==> config.mk <==
export PLATFORM = sky130hd
export DESIGN_NAME = shift_pipe
export DESIGN_NICKNAME = d
export VERILOG_FILES = /design/src/rtl/shift_pipe.sv
export SDC_FILE = /design/constraint.sdc
export NUM_CORES = 1
export LEC_CHECK = 0
export CAP_MARGIN = 20
export CORE_MARGIN = 2
export CORE_UTILIZATION = 39
export CTS_CLUSTER_DIAMETER = 120
export CTS_CLUSTER_SIZE = 14
export DETAILED_ROUTE_END_ITERATION = 12
export GPL_TIMING_DRIVEN = 0
export PLACE_DENSITY = 0.58
export SETUP_SLACK_MARGIN = 0.4
export SKIP_LAST_GASP = 1
export SLEW_MARGIN = 15
export SYNTH_ARGS = -nofsm -noshare
export SYNTH_HDL_FRONTEND = slang
export SYNTH_SLANG_ARGS = --single-unit
==> constraint.sdc <==
create_clock -name clock -period 2.6 [get_ports clock]
set_clock_uncertainty 0.05 [all_clocks]
set_input_delay 0.52 -clock clock [delete_from_list [all_inputs] [get_ports clock]]
set_output_delay 0.52 -clock clock [all_outputs]
set_load 0.02 [all_outputs]
==> src/rtl/shift_pipe.sv <==
// shift_pipe: pipelined barrel shifter for the ALU shift path.
//
// It supports sll, srl, sra and rol by a variable amount from 0 to WIDTH-1.
// The shift is split into SHAMT_W binary levels, where level i shifts by 2**i.
// The levels run in ascending order. They are spread over PIPE_STAGES
// register stages, and the leading stages take the extra level when the
// split is uneven. The latency is PIPE_STAGES cycles, and the unit can
// produce one result per cycle.
//
// Optional feature: define SHIFT_PIPE_ROTATE_EN to build rotate-left for
// op 11. Without it, op 11 behaves exactly like sll.
//
// Parameters:
//   WIDTH        data width, a power of two from 8 to 64
//   SHAMT_W      shift-amount width, derived as $clog2(WIDTH)
//   PIPE_STAGES  number of register stages (1..SHAMT_W), which is also the latency
//
// Ports:
//   clock      rising-edge clock
//   reset      synchronous, active-high; drops every in-flight operand
//   in_valid   operand valid
//   in_ready   unit accepts an operand this cycle (global advance)
//   in_data    operand
//   in_shamt   shift amount, unsigned
//   in_op      00 sll, 01 srl, 10 sra, 11 rol
//   out_valid  result valid
//   out_ready  consumer accepts the result
//   out_data   shifted result
//   out_zero   out_data == 0, decoded from the final stage register
`timescale 1ns/1ps

module shift_pipe #(
  parameter int unsigned  WIDTH       = 32,
  localparam int unsigned SHAMT_W     = $clog2(WIDTH),
  parameter int unsigned  PIPE_STAGES = 2
) (
  input  logic               clock,
  input  logic               reset,
  input  logic               in_valid,
  output logic               in_ready,
  input  logic [WIDTH-1:0]   in_data,
  input  logic [SHAMT_W-1:0] in_shamt,
  input  logic [1:0]         in_op,
  output logic               out_valid,
  input  logic               out_ready,
  output logic [WIDTH-1:0]   out_data,
  output logic               out_zero
);

  typedef enum logic [1:0] {
    OP_SLL = 2'b00,
    OP_SRL = 2'b01,
    OP_SRA = 2'b10,
    OP_ROL = 2'b11
  } op_e;

  // Number of shift levels handled by stage s. The first
  // (SHAMT_W % PIPE_STAGES) stages take one extra level.
  function automatic int unsigned stage_cnt(input int unsigned s);
    return (SHAMT_W / PIPE_STAGES) + ((s < (SHAMT_W % PIPE_STAGES)) ? 32'd1 : 32'd0);
  endfunction

  // Index of the first level handled by stage s.
  function automatic int unsigned stage_lo(input int unsigned s);
    return s * (SHAMT_W / PIPE_STAGES) +
           ((s < (SHAMT_W % PIPE_STAGES)) ? s : (SHAMT_W % PIPE_STAGES));
  endfunction

  // Shift by one fixed level amount k. For sra, fill carries the sign bit
  // captured at the input, so the result does not depend on the current MSB.
  function automatic logic [WIDTH-1:0] shift_level(
    input logic [WIDTH-1:0] d,
    input int unsigned      k,
    input op_e              op,
    input logic             fill
  );
    logic [WIDTH-1:0] r;
    case (op)
      OP_SRL:  r = d >> k;
      OP_SRA:  r = (d >> k) | ({WIDTH{fill}} & ~({WIDTH{1'b1}} >> k));
`ifdef SHIFT_PIPE_ROTATE_EN
      OP_ROL:  r = (d << k) | (d >> (WIDTH - k));
`endif
      default: r = d << k;
    endcase
    return r;
  endfunction

  logic advance;

  // A single global advance: stages never collapse bubbles, so the whole
  // pipe moves together or holds together.
  assign advance  = !out_valid || out_ready;
  assign in_ready = advance;

  for (genvar s = 0; s < PIPE_STAGES; s++) begin : g_stage
    localparam int unsigned LO      = stage_lo(s);
    localparam int unsigned CNT     = stage_cnt(s);
    localparam int unsigned SH_IN_W = SHAMT_W - LO;

    logic               v_in;
    logic [WIDTH-1:0]   d_in;
    logic [SH_IN_W-1:0] sh_in;
    op_e                op_in;
    logic               fill_in;
    logic [WIDTH-1:0]   lvl [CNT+1];
    logic               v_q;
    logic [WIDTH-1:0]   d_q;

    if (s == 0) begin : g_src
      assign v_in    = in_valid;
      assign d_in    = in_data;
      assign sh_in   = in_shamt;
      assign op_in   = op_e'(in_op);
      assign fill_in = in_data[WIDTH-1];
    end else begin : g_src
      assign v_in    = g_stage[s-1].v_q;
      assign d_in    = g_stage[s-1].d_q;
      assign sh_in   = g_stage[s-1].g_fwd.rem_q;
      assign op_in   = g_stage[s-1].g_fwd.op_q;
      assign fill_in = g_stage[s-1].g_fwd.fill_q;
    end

    // sh_in[0] is the shift-amount bit for level LO.
    assign lvl[0] = d_in;
    for (genvar l = 0; l < CNT; l++) begin : g_lvl
      assign lvl[l+1] = sh_in[l]
                      ? shift_level(lvl[l], 32'd1 << (LO + l), op_in, fill_in)
                      : lvl[l];
    end

    always_ff @(posedge clock) begin
      if (reset) begin
        v_q <= 1'b0;
        d_q <= '0;
      end else if (advance) begin
        v_q <= v_in;
        d_q <= lvl[CNT];
      end
    end

    // Every stage except the last also carries the unused shift-amount bits,
    // the op and the sign fill forward to the next stage.
    if (s < PIPE_STAGES - 1) begin : g_fwd
      localparam int unsigned REM_W = SH_IN_W - CNT;

      logic [REM_W-1:0] rem_q;
      op_e              op_q;
      logic             fill_q;

      always_ff @(posedge clock) begin
        if (reset) begin
          rem_q  <= '0;
          op_q   <= OP_SLL;
          fill_q <= 1'b0;
        end else if (advance) begin
          rem_q  <= sh_in[SH_IN_W-1:CNT];
          op_q   <= op_in;
          fill_q <= fill_in;
        end
      end
    end
  end

  assign out_valid = g_stage[PIPE_STAGES-1].v_q;
  assign out_data  = g_stage[PIPE_STAGES-1].d_q;
  assign out_zero  = (out_data == '0);

endmodule

==> insert_results.sql, run 1 <==
INSERT INTO impl_metrics (metric_group, metric, value, unit) VALUES
('status', 'run_status', 'complete, no violations', ''),
('sta', 'report.final.slew_viol_count', '0', ''),
('global_route', 'first_global_vias', '7346', ''),
('sta', 'slew-limit-headroom', '50.37', '%'),
('final_layout', 'antennaDiodeCount', '0', ''),
('sta', 'max_freq', '0.4321', 'GHz'),
('placed_design', 'placed_cell_area', '6798', 'um2'),
('final_layout', 'postLayoutCellArea', '8637', 'um2'),
('setup_path', 'ff2ff_path_depth', '10', ''),
('floorplanning', 'floorplan.rows', '44', ''),
('synth', 'synthesis.instances', '822', ''),
('synth', 'yosysSeqAreaShare', '24.64', '%'),
('synth', 'syn-num-nets', '870', ''),
('final_layout', 'nNetsFinal', '995', ''),
('global_route', 'grt_start_max_net_pins', '13', ''),
('setup_path', 'end_kind', 'register', ''),
('worst_hold_path', 'hold-path-cell-count', '3', ''),
('placed_design', 'gp_congestion', '1.013', ''),
('synth', 'netlist_area', '5769', 'um2'),
('setup_path', 'worstPathRequired', '2740', 'ps'),
('synth', 'ys_async_sr_fraction', '0', '%'),
('clock_tree', 'clkSinkCount', '71', ''),
('synth', 'synth_top_flop_cell', 'dfxtp_1', ''),
('sta', 'final_min_period_over_clock_period', '89.01', '%'),
('floorplanning', 'die_w', '125.6', 'um'),
('final_layout', 'finalNonFillerCells', '1136', ''),
('setup_path', 'timing.reg2reg.setup_slack', '440', 'ps'),
('global_route', 'antenna_found_initial', '0', ''),
('global_route', 'grt_residual_overflow', '0', ''),
('setup_path', 'worst-path-max-fanout', '7', ''),
('sta', 'worstMarginPinSlew', '741.7', 'ps'),
('setup_path', 'worstPathArrival', '2460', 'ps'),
('floorplanning', 'io_pins', '78', ''),
('placed_design', 'numPortBuffers', '74', ''),
('route', 'via_density_per_instance', '6.659', ''),
('worst_hold_path', 'timing.hold.worst_endpoint', 'g_stage[0].g_fwd.op_q[1]', ''),
('global_route', 'grt_pass1_wl', '42970', 'um'),
('power_and_ir_drop', 'power_report.internal_total', '2.986', 'mW'),
('power_and_ir_drop', 'vdd_ir_drop_max', '425.7', 'uV'),
('power_and_ir_drop', 'p_seq_share', '28.7', '%'),
('worst_hold_path', 'worstHoldStart', 'in_op[1]', ''),
('route', 'drt-pass1-iter-count', '8', ''),
('synth', 'synth-edff-count', '0', ''),
('final_layout', 'areaGrowthSynthToFinish', '49.71', '%'),
('clock_tree', 'ctsLongestPathBuffers', '2', ''),
('setup_path', 'timing.rr.end', 'out_data[13]', ''),
('placed_design', 'hpwlAfterDp', '21560', 'um'),
('power_and_ir_drop', 'clkPwrFrac', '33.1', '%'),
('synth', 'area_share_of_the_largest_cell_type_after_synthesis', '24.64', '%'),
('final_layout', 'fill_cells', '1332', ''),
('route', 'initialDrtViolationCount', '830', ''),
('clock_tree', 'cts-hold-fix-buffers', '0', ''),
('power_and_ir_drop', 'net-switching-power', '1.616', 'mW'),
('sta', 'final_hold_viol_count', '0', ''),
('clock_tree', 'cts_tree', 'done', ''),
('final_layout', 'drive_above_1_share', '28.15', '%'),
('clock_tree', 'clock_network_latency_to_the_later_pin_of_the_worst_skew_pair', '340', 'ps'),
('placed_design', 'place_inst', '1080', ''),
('power_and_ir_drop', 'p_total', '4.602', 'mW'),
('synth', 'synthesis.area_per_instance', '7.019', 'um2'),
('final_layout', 'final-seq-area', '1423', 'um2'),
('route', 'via_count', '7565', ''),
('synth', 'ys_types', '72', ''),
('floorplanning', 'die-area', '15780', 'um2'),
('power_and_ir_drop', 'sw_frac_of_total', '35.12', '%'),
('final_layout', 'multi_input_comb_area', '4805', 'um2'),
('route', 'remaining_drc_errors', '0', ''),
('sta', 'period_minus_slack', '2314', 'ps'),
('synth', 'yosys_warnings', '0', ''),
('floorplanning', 'floorplan.core_area', '14480', 'um2'),
('floorplanning', 'floorplan.initialDensity', '39.85', '%');
[power groups by stage]
| stage | combinational (mW) | clock, mW | sequential (mW) |
|---|---|---|---|
| floorplan | 0.752 | 0 | 1.34 |
| global placement | 1.30 | 0 | 1.33 |
| detailed placement | 1.30 | 0 | 1.33 |
| CTS | 1.54 | 1.53 | 1.32 |
| global route | 1.83 | 1.58 | 1.33 |
| finish | 1.76 | 1.52 | 1.32 |
[through the flow]
step | utilization (%) | setup TNS [ps] | hold WS [ps] | worst slack, ps
floorplan | - | 0 | 381.9 | 265.6
global placement | 46.95 | -32990 | 393.0 | -1140
detailed placement | 46.95 | -34060 | 394.6 | -1086
CTS | 55.50 | 0 | 392.7 | 199.5
global route | 59.65 | 0 | 401.9 | 229.4
finish | 59.65 | 0 | 396.2 | 285.6
[final cells by class]
cell class,instances,share of cell area [%]
multi-input cells,652,55.63
flip-flops and latches,71,16.47
repair buffers,114,13.53
plain buffers,78,6.302
clock buffers,11,2.810
well taps,184,2.666
clock inverters,5,1.492
inverters,21,1.101
[state kept, by name, indices dropped and copies added (netlist names)]
| signal | flops |
|---|---|
| g_stage.g_fwd.fill_q | 1 |
| g_stage.v_q | 1 |
| g_stage.g_fwd.rem_q | 2 |
| g_stage.d_q | 32 |
| out_valid | 1 |
| g_stage.g_fwd.op_q | 2 |
| out_data | 32 |
[worst max path at each step]
| stage | cells after the start | slack [ps] | startpoint | end |
|---|---|---|---|---|
| 2_1_floorplan | 12 | 270 | in_op[0] | g_stage[0].d_q[13] |
| 3_3_place_gp | 11 | -1140 | in_op[0] | g_stage[0].d_q[31] |
| 3_5_place_dp | 11 | -1090 | in_op[0] | g_stage[0].d_q[31] |
| 4_1_cts | 7 | 200 | out_ready | in_ready |
| 5_1_grt | 11 | 230 | in_op[0] | g_stage[0].d_q[8] |
| 6_report | 11 | 290 | in_op[0] | g_stage[0].d_q[8] |
[metal layers]
metal  routed length (um)  part of all wire (%)  up-vias  track usage (%)
li1                     -                     -     3362                -
met1                11040                    38     3512            40.25
met2                13740                    47      551            58.86
met3                 2250                   7.7      140            5.565
met4                 2151                   7.4        0            24.84
met5                    0                     0        -                0
[kinds of logic after synthesis]
kind of cell | count (synthesis) | share of synthesized area [%]
adder cells (fa/ha/maj) | 5 | 1.084
flip-flops | 71 | 24.64
buffers and inverters | 99 | 7.591
multiplexers | 20 | 3.687
AND/OR/NAND/NOR | 282 | 21.32
AO/OA/AOI/OAI | 345 | 41.68
[timing repair]
| action | in CTS | in global routing |
|---|---|---|
| setup buffers | 26 | 11 |
| endpoints found under the setup margin | 73 | 63 |
| gates resized for setup | 167 | 122 |
| gates cloned | 1 | 2 |
| pin swaps | 63 | 61 |
[critical path, cell delays in order]
cell	delay, ps
buf_12	90
inv_8	30
ha_4	250
buf_8	100
o21ba_4	150
buf_12	140
buf_12	130
a221oi_4	280
o31ai_1	140
a2111oi_1	510
a2111oi_2	100
[layout by cell type, fill, tap and decap left out, drive strengths merged, types with 5 or more instances in the layout]
| cell type | netlist | final |
|---|---|---|
| nor2 | 115 | 115 |
| nand2 | 84 | 84 |
| a21oi | 79 | 79 |
| buf | 34 | 75 |
| dfxtp | 71 | 71 |
| clkdlybuf4s50 | 0 | 69 |
| o21ai | 64 | 64 |
| clkbuf | 44 | 58 |
| a22oi | 32 | 32 |
| a221oi | 31 | 31 |
| a211oi | 23 | 23 |
| nor3 | 20 | 20 |
| inv | 19 | 20 |
| o22ai | 18 | 18 |
| nand3 | 16 | 16 |
| nor2b | 12 | 12 |
| mux2i | 10 | 10 |
| mux2 | 10 | 10 |
| nor4 | 10 | 10 |
| o211ai | 8 | 8 |
| o21a | 8 | 8 |
| a31oi | 8 | 8 |
| a21o | 7 | 7 |
| o311ai | 7 | 7 |
| and2 | 6 | 6 |
| o221a | 6 | 6 |
| a311oi | 6 | 6 |
| a221o | 5 | 5 |
| or3 | 5 | 5 |
| ha | 5 | 5 |
Power figures use the tool's default switching activity.
==> run 2: changes to the inputs <==
--- a/config.mk
+++ b/config.mk
@@ -7,12 +7,11 @@
 export LEC_CHECK = 0
 export CAP_MARGIN = 20
 export CORE_MARGIN = 2
-export CORE_UTILIZATION = 39
+export CORE_UTILIZATION = 51
 export CTS_CLUSTER_DIAMETER = 120
 export CTS_CLUSTER_SIZE = 14
 export DETAILED_ROUTE_END_ITERATION = 12
-export GPL_TIMING_DRIVEN = 0
-export PLACE_DENSITY = 0.58
+export PLACE_DENSITY = 0.74
 export SETUP_SLACK_MARGIN = 0.4
 export SKIP_LAST_GASP = 1
 export SLEW_MARGIN = 15
==> run 2 against run 1 <==
Compared with the run above: non-clock buffer count down 2; first-iteration DRC count grew 60%; die area is 23% lower; highest routed layer unchanged; sequential power hardly changed.
==> insert_results.sql, run 2 (same netlist as run 1, synthesis figures left out) <==
INSERT INTO impl_metrics (metric_group, metric, value, unit) VALUES
('route', 'drt-pass1-iter-count', '6', ''),
('global_route', 'grt.total_usage', '39.70', '%'),
('final_layout', 'antennaDiodeCount', '0', ''),
('clock_tree', 'total_cts_buffers', '9', ''),
('route', 'wl_met2', '10980', 'um'),
('sta', 'period_minus_slack', '2251', 'ps'),
('route', 'remaining_drc_errors', '0', ''),
('final_layout', 'fill_cells', '874', ''),
('global_route', 'grt_pass1_wl', '36920', 'um'),
('sta', 'report.final.slew_viol_count', '0', ''),
('setup_path', 'worst_path_max_delay_cell', 'o32a_1', ''),
('setup_path', 'crit_top_cell', 'buf_12', ''),
('final_layout', 'final_util', '74.31', '%'),
('global_route', 'grt_residual_overflow', '0', ''),
('final_layout', 'areaGrowthSynthToFinish', '40.86', '%'),
('global_route', 'first_global_vias', '6972', ''),
('setup_path', 'start_kind', 'input pin', ''),
('final_layout', 'drive_above_1_share', '22.84', '%'),
('global_route', 'antenna_found_initial', '0', ''),
('sta', 'slew-limit-headroom', '58.70', '%'),
('floorplanning', 'die_w', '110.4', 'um'),
('final_layout', 'multi_input_comb_area', '4275', 'um2'),
('route', 'initialDrtViolationCount', '1327', ''),
('clock_tree', 'clock_network_latency_to_the_later_pin_of_the_worst_skew_pair', '350', 'ps'),
('sta', 'whs', '418.7', 'ps'),
('final_layout', 'final-seq-area', '1421', 'um2'),
('route', 'wl_per_cell', '22.06', 'um'),
('placed_design', 'gp_congestion', '0.9642', ''),
('setup_path', 'worst-path-max-fanout', '7', ''),
('route', 'wl_met3', '2922', 'um'),
('clock_tree', 'cts-hold-fix-buffers', '0', ''),
('global_route', 'grt_start_max_net_pins', '60', ''),
('clock_tree', 'clkSinkCount', '71', ''),
('final_layout', 'layout_common_cells', 'nor2_1 (111), buf_4 (95), nand2_1 (82)', ''),
('route', 'drt_wl_total', '24040', 'um'),
('power_and_ir_drop', 'vdd_ir_drop_max', '762.0', 'uV'),
('route', 'detail-route-antenna-nets', '0', ''),
('setup_path', 'cpPeakStageDelay', '340', 'ps'),
('clock_tree', 'htreeDepth', '3', ''),
('sta', 'max_freq', '0.4442', 'GHz'),
('floorplanning', 'floorplan.rows', '38', ''),
('clock_tree', 'clk_root_buffer_cell', 'clkbuf_16', ''),
('setup_path', 'worstPathRequired', '2780', 'ps'),
('route', 'via_density_per_instance', '6.881', ''),
('floorplanning', 'floorplan.initialDensity', '52.76', '%'),
('worst_hold_path', 'min-delay-path-class', 'reg2reg', ''),
('status', 'run_status', 'complete, no violations', ''),
('setup_path', 'critical_path_class', 'in2reg', ''),
('power_and_ir_drop', 'power.density', '545.2', 'nW/um2'),
('power_and_ir_drop', 'p_leak', '3.080', 'nW'),
('route', 'wl_met1', '9316', 'um'),
('final_layout', 'nNetsFinal', '993', ''),
('clock_tree', 'clk_transition_reported_paths', '60', 'ps'),
('job', 'maxCapViolations', '0', ''),
('floorplanning', 'io_pins', '78', ''),
('sta', 'final_hold_viol_count', '0', ''),
('sta', 'setup_viol_count_final', '0', ''),
('setup_path', 'end_kind', 'register', ''),
('floorplanning', 'die-area', '12180', 'um2'),
('power_and_ir_drop', 'p_total', '4.431', 'mW'),
('placed_design', 'numPortBuffers', '77', ''),
('placed_design', 'hpwlAfterDp', '17480', 'um'),
('sta', 'final_min_period_over_clock_period', '86.59', '%'),
('sta', 'worstMarginPinSlew', '617.6', 'ps'),
('sta', 'setup_repair_after_global_routing_missed_its_margin', 'true', ''),
('final_layout', 'final_common_cell', 'nor2_1', ''),
('route', 'via_count', '7500', ''),
('floorplanning', 'floorplan.core_area', '10940', 'um2'),
('setup_path', 'critical_path.cell_chain', 'buf_12 > buf_6 > ha_4 > o21ba_4 > buf_12 > a221o_1 > o21a_1 > a221oi_2 > o22ai_1 > o32a_1', ''),
('route', 'dr.max_layer_used', 'met4', ''),
('floorplanning', 'die_height', '110.4', 'um'),
('clock_tree', 'cts_tree', 'done', ''),
('sta', 'timing.setup.tns', '0', 'ps'),
('setup_path', 'worstPathArrival', '2430', 'ps'),
('clock_tree', 'ctsLongestPathBuffers', '2', '');
-- run 2: cell count changes in the layout (fill, tap and decap cells not counted), sizes merged --
cell / before / now
clkdlybuf4s15: 0 / 1
buf: 75 / 118
clkinv: 2 / 1
clkinvlp: 0 / 1
clkbuf: 58 / 12
-- run 2: what timing repair did --
| action | CTS | global route |
|---|---|---|
| gates resized for setup | 41 | 49 |
| hold endpoints to repair | 0 | 0 |
| endpoints found under the setup margin | 34 | 39 |
| pin swaps | 11 | 15 |
| buffers inserted | 2 | 8 |
| gates cloned | 0 | 1 |
-- run 2: area by class of cell --
class	instances	share of cell area (%)
Clock inverter	5	1.570
Tap cell	140	2.156
Sequential cell	71	17.49
Timing Repair Buffer	190	21.97
Clock buffer	11	3.110
Inverter	21	1.093
Multi-Input combinational cell	652	52.61
-- run 2: path summary, 6_finish.rpt --
path / slack [ps] / depth (start not counted) / to / from
worst max-delay path: 350 / 10 / g_stage[0].d_q[22] / in_op[0]
worst min-delay path: 420 / 2 / g_stage[0].v_q / g_stage[0].v_q
worst max register to register: 510 / 8 / out_data[19] / g_stage[0].g_fwd.op_q[0]
worst min register to register: 420 / 2 / g_stage[0].v_q / g_stage[0].v_q
-- run 2: stage by stage --
step	cells	instance area (um2)	worst slack, ps
after floorplan	822	5827	265.6
after global placement	1063	7276	-513.6
after detailed placement	1063	7276	-571.6
after CTS	1081	7806	364.1
after global routing	1090	8127	276.1
final	1090	8127	348.6
-- run 2: power breakdown --
part | leakage, nW | switching (mW) | internal [mW]
Clock | 0.182 | 0.468 | 1.09
Combinational | 2.31 | 0.858 | 0.691
Sequential | 0.587 | 0.137 | 1.19
-- run 2: metal layers --
metal | vias to the layer above | GRT usage [%]
met5 | - | 0
met4 | 0 | 14.02
met3 | 74 | 10.17
met2 | 544 | 62.80
met1 | 3515 | 52.36
li1 | 3367 | -
-- run 2: worst max-delay path: cells and delay by family --
| kind | cells | cell delay [ps] |
|---|---|---|
| AOI/OAI and AO/OA | 6 | 1380 |
| buffers and inverters | 3 | 380 |
| adders and majority gates | 1 | 150 |
